### config.mk
export PLATFORM = sky130hd
export DESIGN_NAME = multi_port_memory_arbiter
export DESIGN_NICKNAME = d
export VERILOG_FILES = /design/src/rtl/arbiter_pkg.sv /design/src/rtl/rr_priority_select.sv /design/src/rtl/multi_port_memory_arbiter.sv
export SDC_FILE = /design/constraint.sdc
export NUM_CORES = 1
export LEC_CHECK = 0
export CAP_MARGIN = 40
export CELL_PAD_IN_SITES_DETAIL_PLACEMENT = 0
export CELL_PAD_IN_SITES_GLOBAL_PLACEMENT = 1
export CORE_ASPECT_RATIO = 2
export CORE_MARGIN = 4
export CORE_UTILIZATION = 23
export CTS_CLUSTER_DIAMETER = 30
export DETAILED_ROUTE_END_ITERATION = 7
export PLACE_DENSITY_LB_ADDON = 0.1
export SYNTH_ARGS = -nofsm -noshare
export SYNTH_HDL_FRONTEND = slang
export SYNTH_SLANG_ARGS = --single-unit
### constraint.sdc
create_clock -name clock -period 1.53 [get_ports clock]
set_clock_uncertainty 0.15 [all_clocks]
set_input_delay 0.153 -clock clock [delete_from_list [all_inputs] [get_ports clock]]
set_output_delay 0.153 -clock clock [all_outputs]
set_load 0.005 [all_outputs]
### src/rtl/arbiter_pkg.sv
// Shared types and helpers for the memory arbiter family: FSM state
// encodings, grant-index width helper and stall-counter width.
package arbiter_pkg;

    typedef enum logic [1:0] {
        ARB   = 2'd0,
        ISSUE = 2'd1,
        WAIT  = 2'd2
    } arb_state_t;

    localparam int STALL_CNT_W = 16;

    // Index width for a port count; at least one bit so two ports still work.
    function automatic int grant_bits(input int n);
        int b;
        b = 1;
        for (int i = 1; i < 32; i++) begin
            if ((1 << b) < n) b = b + 1;
        end
        return b;
    endfunction

endpackage

### src/rtl/rr_priority_select.sv
// Combinational round-robin picker: searches upward from last_grant+1 with
// an explicit wrap at N-1, so non power-of-two port counts never alias.
module rr_priority_select #(
    parameter int N  = 2,
    parameter int GB = 1
) (
    input  logic [N-1:0]  req,
    input  logic [GB-1:0] last_grant,
    output logic [N-1:0]  grant,
    output logic [GB-1:0] grant_idx,
    output logic          any_req
);

    // First requester after last_grant wins; one-hot and index produced together.
    always_comb begin
        int c;
        grant     = '0;
        grant_idx = '0;
        any_req   = 1'b0;
        c         = int'(last_grant);
        for (int k = 0; k < N; k++) begin
            c = (c >= N - 1) ? 0 : c + 1;
            if (!any_req && req[c]) begin
                any_req   = 1'b1;
                grant_idx = GB'(c);
                grant[c]  = 1'b1;
            end
        end
    end

endmodule

### src/rtl/multi_port_memory_arbiter.sv
// Shares one memory port among NUM_PORTS requesters with round-robin
// arbitration, a single outstanding transaction, and read responses routed
// back to the issuing port.
// Optional build macro ARB_STALL_COUNT_EN adds per-port saturating stall
// counters on output stall_count.
module multi_port_memory_arbiter
    import arbiter_pkg::*;
#(
    parameter int NUM_PORTS    = 2,
    parameter int DATA_WIDTH   = 32,
    parameter int ADDRESS_BITS = 32
) (
    input  logic                                clock,
    input  logic                                reset,
    input  logic [NUM_PORTS-1:0]                req_read,
    input  logic [NUM_PORTS-1:0]                req_write,
    input  logic [NUM_PORTS*DATA_WIDTH/8-1:0]   req_byte_en,
    input  logic [NUM_PORTS*ADDRESS_BITS-1:0]   req_address,
    input  logic [NUM_PORTS*DATA_WIDTH-1:0]     req_data,
    output logic [NUM_PORTS-1:0]                req_ready,
    output logic [NUM_PORTS-1:0]                resp_valid,
    output logic [DATA_WIDTH-1:0]               resp_data,
    output logic [ADDRESS_BITS-1:0]             resp_address,
    output logic                                mem_read,
    output logic                                mem_write,
    output logic [DATA_WIDTH/8-1:0]             mem_byte_en,
    output logic [ADDRESS_BITS-1:0]             mem_address,
    output logic [DATA_WIDTH-1:0]               mem_data_out,
    input  logic                                mem_ready,
    input  logic                                mem_valid,
    input  logic [DATA_WIDTH-1:0]               mem_data_in,
    input  logic [ADDRESS_BITS-1:0]             mem_address_in
`ifdef ARB_STALL_COUNT_EN
    ,
    output logic [NUM_PORTS*STALL_CNT_W-1:0]    stall_count
`endif
);

    localparam int GB   = grant_bits(NUM_PORTS);
    localparam int BE_W = DATA_WIDTH / 8;

    arb_state_t                               state;
    logic [GB-1:0]                            last_grant;
    logic                                     hold_read;
    logic                                     hold_write;
    logic [BE_W-1:0]                          hold_be;
    logic [ADDRESS_BITS-1:0]                  hold_addr;
    logic [DATA_WIDTH-1:0]                    hold_data;

    logic [NUM_PORTS-1:0]                     req_any;
    logic [NUM_PORTS-1:0]                     sel_grant;
    logic [GB-1:0]                            sel_idx;
    logic                                     sel_any;

    // Per-port views of the flat request buses.
    logic [NUM_PORTS-1:0][BE_W-1:0]           be_v;
    logic [NUM_PORTS-1:0][ADDRESS_BITS-1:0]   addr_v;
    logic [NUM_PORTS-1:0][DATA_WIDTH-1:0]     data_v;

    assign be_v    = req_byte_en;
    assign addr_v  = req_address;
    assign data_v  = req_data;
    assign req_any = req_read | req_write;

    rr_priority_select #(
        .N  (NUM_PORTS),
        .GB (GB)
    ) u_sel (
        .req        (req_any),
        .last_grant (last_grant),
        .grant      (sel_grant),
        .grant_idx  (sel_idx),
        .any_req    (sel_any)
    );

    // Accept pulse only while arbitrating and out of reset.
    assign req_ready = (state == ARB && reset) ? sel_grant : '0;

    // Shared port is driven straight from the hold registers; the command
    // strobes are only live while issuing.
    assign mem_read     = (state == ISSUE) && hold_read;
    assign mem_write    = (state == ISSUE) && hold_write;
    assign mem_byte_en  = hold_be;
    assign mem_address  = hold_addr;
    assign mem_data_out = hold_data;

    // Arbitration / issue / response FSM with registered hold and response state.
    always_ff @(posedge clock) begin
        if (!reset) begin
            state        <= ARB;
            last_grant   <= GB'(NUM_PORTS - 1);
            hold_read    <= 1'b0;
            hold_write   <= 1'b0;
            hold_be      <= '0;
            hold_addr    <= '0;
            hold_data    <= '0;
            resp_valid   <= '0;
            resp_data    <= '0;
            resp_address <= '0;
        end else begin
            resp_valid <= '0;
            case (state)
                ARB: begin
                    if (sel_any) begin
                        // Write takes precedence when a port raises both.
                        hold_write <= req_write[sel_idx];
                        hold_read  <= req_read[sel_idx] & ~req_write[sel_idx];
                        hold_be    <= be_v[sel_idx];
                        hold_addr  <= addr_v[sel_idx];
                        hold_data  <= data_v[sel_idx];
                        last_grant <= sel_idx;
                        state      <= ISSUE;
                    end
                end
                ISSUE: begin
                    if (mem_ready) state <= hold_write ? ARB : WAIT;
                end
                WAIT: begin
                    if (mem_valid) begin
                        resp_data    <= mem_data_in;
                        resp_address <= mem_address_in;
                        resp_valid   <= {{(NUM_PORTS-1){1'b0}}, 1'b1} << last_grant;
                        state        <= ARB;
                    end
                end
                default: state <= ARB;
            endcase
        end
    end

`ifdef ARB_STALL_COUNT_EN
    for (genvar i = 0; i < NUM_PORTS; i++) begin : g_stall
        logic [STALL_CNT_W-1:0] cnt;

        // Count cycles this port waits with a request up; saturate at all-ones.
        always_ff @(posedge clock) begin
            if (!reset) begin
                cnt <= '0;
            end else if (req_any[i] && !req_ready[i] && cnt != {STALL_CNT_W{1'b1}}) begin
                cnt <= cnt + 1'b1;
            end
        end

        assign stall_count[i*STALL_CNT_W +: STALL_CNT_W] = cnt;
    end
`endif

endmodule

==> metrics, run 1 <==
Synth area leaders=dfxtp_1 48%, a21oi_1 11%, a311oi_1 10%; Site Rows=~80; Worst slew margin=around 76%; H-tree Lvls=4; fmax=641 MHz; count of cell types in the netlist=33; clock-pin slew on the worst setup and hold paths=0.07 ns; CP Capture Type=register; Post-Synthesis Cell Area=approximately 0.0058 mm²; TritonCTS clock tree=built; CP cell instances=nor2_4 -> buf_4 -> buf_16 -> a21oi_1 -> a311oi_1; layout cell share with drive strength beyond 1=between 10% and 20%; cells after synthesis=roughly 720; cells on worst reg2reg path=5; worst min path class=in -> reg; failing checks=setup timing; PwrDens=~1000 mW/mm²; Lkg Pwr=~4.5 nW; CTS Buffer Depth=2; Top FF cell, synth=dfxtp_1; initial antenna violation count=4; Place WS=-0.525 ns; Worst Path Arrival=1.74 ns; critical-path maximum fanout=23; number of synthesis warnings=0; final-report hold violation count=0; fin nets=about 1300; Syn-to-layout area delta=91.6%; worst-margin pin slew=0.364 ns; top-area cell type share of the netlist area=a little under half; Setup TNS Final=-0.0548 ns; I/O Buffers=approximately 350; CP Depth=5; TritonRoute pass-1 iters=6; final std cells w/o fill=1429; filler cell count in the final layout=approximately 2600; Sw Share=28.6%; critical path type=reg -> reg; peak supply drop=roughly 0.54 mV; fraction of registers with async set/reset=0%; DIE AREA=0.0281 mm²; family with the most delay on the worst path=buffers and inverters; global-route usage over all layers=18.9%; Initial Utilization=between 20% and 30%; final setup violating endpoints=3; # clock sinks=139; Remaining Overflow, GRT=0; Root Driver=clkbuf_16; Worst Hold Depth=3; P_int=8.14 mW; Syn Nets=about 930; GPL Wtd Cong=between 0.7 and 0.8; core area=0.0250 mm²; Period minus WS final=about 1.6 ns; hpwl dp=between 15000 and 20000 µm; io pins=approximately 350; insertion delay of the later-clocked pin in the worst-skew pair=0.43 ns; WL final=between 30000 and 40000 µm; Comb power frac=25.2%; share of power burned in registers=around 36%; Die Y=about 230 µm; total CTS buffers=17; RSZ-0062 raised after global routing=true; vias in the first global route=roughly 6800; Inst Count DP=about 1400; first-pass GRT wire length=40500 µm; outcome=finished, violations left; cell taking the most area after synthesis=dfxtp_1; fin. max-slew vios=0; largest net degree at the start of global routing=66; drt first-iter violations=around 280; Slowest cell on crit path=dfxtp_2; sw power=between 3 and 4 mW; CP Launch Type=register; CP bufs+invs=2; via count=roughly 6900; register area share after synthesis=47.7%; DRC Markers=0; clock power share=38.9%; EDFF count, synth=0; setup slack after layout=-0.0295 ns; Final ANT Viol Nets=0; #FFs+latches synth=about 140; max cap viols=0; Die Wd=approximately 120 µm; DR vias/cell=4.85; Crit path largest cell delay=between 0.3 and 0.4 ns; Avg Cell Area, Syn=8.05 µm²; Final Cycle Share=102%; Hold Buf Count CTS=0; DR WL/cell=roughly 21 µm; Worst Path Required=approximately 1.7 ns
-- area by class of cell --
type                       count  area [µm²]  area share (%)
multi-input combinational    500        2870            25.7
timing repair buffer         417        4450            39.8
inverter                       1        6.26          0.0560
antenna                        4        10.0          0.0896
tap                          336         420            3.76
clock buffer                  18         439            3.93
sequential                   139        2790            25.0
clock inverter                14         186            1.67
-- final timing paths --
kind | startpoint | to | slack [ns]
min reg2reg | resp_data[9] | resp_data[9] | 0.30
max reg2reg | state[1] | mem_data_out[20] | -0.03
min | mem_data_in[6] | resp_data[6] | 0.11
max | state[1] | mem_data_out[20] | -0.03
-- what timing repair did --
item                                    in CTS  in global routing
cloned                                       2                 16
setup buffers                                2                  4
endpoints found under the setup margin     207                 81
resized for setup                          173                 40
pin swaps                                    6                 10
-- cells in the mapped netlist, drive strengths merged (2+ instances only) --
library cell	count
nor3	3
or2	2
a311oi	68
o21ai	70
dfxtp	139
nand2	130
nand3	69
nand3b	2
a21oi	134
nor2	5
clkbuf	62
buf	22
o21a	2
and3b	3
-- logic make-up after synthesis --
| logic type | after synthesis | share of synthesized area (%) |
|---|---|---|
| compound gates | 279 | 29.4 |
| simple gates | 221 | 16.9 |
| buf+inv | 85 | 5.99 |
| flops | 139 | 47.7 |
-- flip-flops by register name, indices dropped and copies added (netlist names) --
name	cells
hold_write	1
mem_address	32
last_grant	1
resp_data	32
resp_address	32
hold_read	1
state	2
resp_valid	2
mem_byte_en	4
mem_data_out	32
-- worst min-delay path: stages --
cell	delay [ns]
clkdlybuf4s50_1	0.40
nand2_1	0.05
a21oi_1	0.05
-- placed cells by master, fill, tap and decap left out, drive strengths merged, types with 2 or more instances in the layout --
cell type	Yosys	routed
o21ai	70	70
clkinv	0	6
nand2	130	130
nand3b	2	2
dlygate4sd2	0	136
dfxtp	139	139
and3b	3	3
dlymetal6s2s	0	2
clkdlybuf4s50	0	203
nand3	69	69
a21oi	134	134
nor3	3	3
or2	2	2
clkbuf	62	30
o21a	2	2
nor2	5	5
buf	22	64
a311oi	68	68
inv	1	5
diode	0	4
bufinv	0	3
-- metal layers --
layer | routed length [µm] | vias up | GRT usage (%)
met1 | 10500 | 3279 | 19.7
met4 | 705 | 0 | 6.77
met3 | 1840 | 34 | 5.82
met5 | 0 | - | 0
li1 | - | 3344 | -
met2 | 17200 | 273 | 35.3
-- power by group through the flow --
stage	Sequential, mW	Clock, mW	Combinational, mW
3_3_place_gp	4.16	0	2.72
3_5_place_dp	4.16	0	2.72
6_report	4.08	4.43	2.87
2_1_floorplan	4.17	0	0.969
5_1_grt	4.12	4.72	3.09
4_1_cts	4.08	4.59	2.59
-- stage by stage --
| stage | util (%) | power, mW | cell area [µm²] | hold WS (ns) |
|---|---|---|---|---|
| 2_1_floorplan | - | 5.14 | 5880 | 0.139 |
| 4_1_cts | 42.4 | 11.3 | 10600 | 0.0919 |
| 3_3_place_gp | 40.1 | 6.87 | 10000 | 0.286 |
| 6_report | 44.6 | 11.4 | 11200 | 0.114 |
| 3_5_place_dp | 40.1 | 6.88 | 10000 | 0.292 |
| 5_1_grt | 44.6 | 11.9 | 11200 | 0.0932 |
Note: power is estimated with default switching activity, not from simulation.
==> inputs of run 2 (changes only) <==
--- a/config.mk
+++ b/config.mk
@@ -5,6 +5,7 @@
 export SDC_FILE = /design/constraint.sdc
 export NUM_CORES = 1
 export LEC_CHECK = 0
+export ABC_AREA = 1
 export CAP_MARGIN = 40
 export CELL_PAD_IN_SITES_DETAIL_PLACEMENT = 0
 export CELL_PAD_IN_SITES_GLOBAL_PLACEMENT = 1
@@ -14,6 +15,7 @@
 export CTS_CLUSTER_DIAMETER = 30
 export DETAILED_ROUTE_END_ITERATION = 7
 export PLACE_DENSITY_LB_ADDON = 0.1
+export SETUP_SLACK_MARGIN = 0.02
 export SYNTH_ARGS = -nofsm -noshare
 export SYNTH_HDL_FRONTEND = slang
 export SYNTH_SLANG_ARGS = --single-unit
==> run 2 against run 1 <==
Against the previous run: the run still ends with setup timing left; via count down 0.33%; global-route usage down 1.9 points; area after synthesis up 6.8%; hold slack got worse by 0.077 ns; clock power decreased by 5.2%; critical path type is now reg -> out; cell area is 1.1% lower; final cell count is 14% higher; non-clock buffer count is 15 lower.
==> metrics, run 2 <==
outcome=finished, violations left; failing checks=setup timing; via count=between 6000 and 7000; io pins=346; vias in the first global route=approximately 7000; core area=roughly 0.027 mm²; final-report hold violation count=0; DIE AREA=roughly 0.03 mm²; critical path type=reg -> out; most frequent cells in the layout=206 x clkdlybuf4s50_1, 204 x inv_1, 140 x nand2_1, 134 x dlygate4sd2_1, 133 x a21oi_1; Synth area leaders=dfxtp_1 45%, inv_1 12%, nand3_1 11%; TritonRoute pass-1 iters=6; worst min path class=in -> reg; Worst Path Required=between 1 and 1.5 ns; Final ANT Viol Nets=0; Initial Utilization=23.2%; CTS Buffer Depth=2; max cap viols=0; number of synthesis warnings=0; initial antenna violation count=3; Post-Synthesis Cell Area=just over 0.006 mm²; clock-pin slew on the worst setup and hold paths=roughly 0.060 ns; Worst Path Arrival=1.24 ns; DR WL/cell=~16 µm; Remaining Overflow, GRT=0; insertion delay of the later-clocked pin in the worst-skew pair=0.43 ns; final setup violating endpoints=1; total CTS buffers=17; PwrDens=1070 mW/mm²; fin. max-slew vios=0; Syn Nets=1120; Top FF cell, synth=dfxtp_1; Place WS=-0.508 ns; r2r endpoint=mem_address[29]; layout cell share with drive strength beyond 1=about a tenth; hold_sp=reset; critical-path maximum fanout=5; worst-margin pin slew=approximately 0.42 ns; EDFF count, synth=0; Worst Hold Depth=4; commonest non-fill, non-tap cell in the layout=clkdlybuf4s50_1; Hold Slack=between 0.03 and 0.04 ns; Worst slew margin=a little under three quarters; Die Y=241 µm; #FFs+latches synth=~140; Syn-to-layout area delta=77.3%; most common cell in the netlist=inv_1; H-tree Lvls=4; # clock sinks=about 140; Root Driver=clkbuf_16; Period minus WS final=1.54 ns; fmax=around 650 MHz; cells after synthesis=roughly 910; GPL Wtd Cong=approximately 0.76; DRC Markers=0; design area=approximately 0.011 mm²; R2R Path Start=state[0]; top-area cell type share of the netlist area=between 40 and 50%; WL final=26900 µm; cells on worst reg2reg path=9; count of cell types in the netlist=24; drt first-iter violations=275; first-pass GRT wire length=~40000 µm; cell taking the most area after synthesis=dfxtp_1; setup slack after layout=-0.00912 ns; I/O Buffers=345; register area share after synthesis=roughly 45%; Avg Cell Area, Syn=6.83 µm²; Hold EP=resp_data[3]; Final Cycle Share=101%; Die Wd=~120 µm; fraction of registers with async set/reset=0%; fin nets=1477; DP Area=about 0.010 mm²; Reg2Reg Setup Slack=0 ns; largest net degree at the start of global routing=59; CP Capture Type=output pin; peak supply drop=between 0.6 and 0.7 mV; CP Launch Type=register; Site Rows=85; DR vias/cell=between 4 and 5; filler cell count in the final layout=between 2000 and 3000; TritonCTS clock tree=built; RSZ-0062 raised after global routing=true; Post-synth top cells=206 x inv_1, 144 x nand2_1, 140 x nand3_1; global-route usage over all layers=around 17%; hpwl dp=~19000 µm; Lkg Pwr=~5.4 nW
==> run 2: cell count changes in the layout (fill, tap and decap cells not counted), sizes merged, moves of 4 or more <==
cell,before,now
buf,64,57
o21ai,70,66
a311oi,68,0
clkinv,6,2
nand2,130,145
nand3,69,140
inv,5,216
clkbuf,30,21
==> run 2: worst max-delay path, cell delays in order (launching register included) <==
cell and delay [ns]:
dfxtp_4 0.38, inv_1 0.07, a211oi_2 0.21, buf_2 0.16
==> run 2: timing repair <==
action | in CTS | in global routing
gates cloned | 0 | 6
endpoints found under the setup margin | 188 | 75
hold buffers | 1 | 0
hold endpoints to repair | 4 | 0
resized for setup | 172 | 43
setup buffers | 3 | 0
pin swaps | 4 | 4
==> run 2: layer usage <==
| layer | share of wire, % | GRT usage (%) |
|---|---|---|
| met3 | 6.2 | 5.45 |
| met4 | 2.8 | 7.52 |
| met5 | 0 | 0 |
| met2 | 56 | 32.0 |
| met1 | 35 | 16.9 |
==> run 2: how the worst max path moves through the flow <==
| stage | from | cells after the start | slack [ns] | end |
|---|---|---|---|---|
| 2_1_floorplan | state[1] | 8 | 0.16 | mem_byte_en[2] |
| 3_3_place_gp | req_read[0] | 8 | -0.49 | mem_address[15] |
| 3_5_place_dp | req_read[0] | 8 | -0.51 | mem_address[15] |
| 4_1_cts | state[0] | 4 | -0.09 | req_ready[0] |
| 5_1_grt | state[0] | 4 | -0.10 | req_ready[0] |
| 6_report | last_grant | 3 | -0.009 | req_ready[0] |
==> run 2: area by class of cell <==
cell class / count / area [µm²] / area share, %
antenna: 3 / 7.51 / 0.0680
tap: 348 / 435 / 3.94
timing repair buffer: 402 / 3960 / 35.9
sequential: 139 / 2800 / 25.3
clock buffer: 17 / 425 / 3.85
clock inverter: 14 / 158 / 1.43
inverter: 208 / 783 / 7.09
multi-input combinational: 501 / 2470 / 22.4
==> run 2: cell families after synthesis <==
family | synth area share [%]
and+or+nand+nor | 21.1
DFF | 44.7
AOI/OAI and AO/OA | 16.8
buffers and inverters | 17.4
==> run 2: stage by stage <==
| stage | total power, mW | util [%] | instances | TNS, ns |
|---|---|---|---|---|
| after floorplan | 5.69 | - | 912 | 0 |
| after global placement | 7.78 | 38.6 | 1588 | -28.04 |
| after detailed placement | 7.80 | 38.6 | 1588 | -29.93 |
| after CTS | 11.9 | 40.4 | 1623 | -0.128 |
| after global routing | 12.6 | 41.2 | 1632 | -2.94 |
| final | 11.8 | 41.2 | 1632 | -0.00912 |
==> run 2: where the power goes <==
part	internal [mW]	switching, mW	total (mW)
Sequential	4.03	0.194	4.23
Clock	2.43	1.77	4.20
Combinational	1.75	1.67	3.42
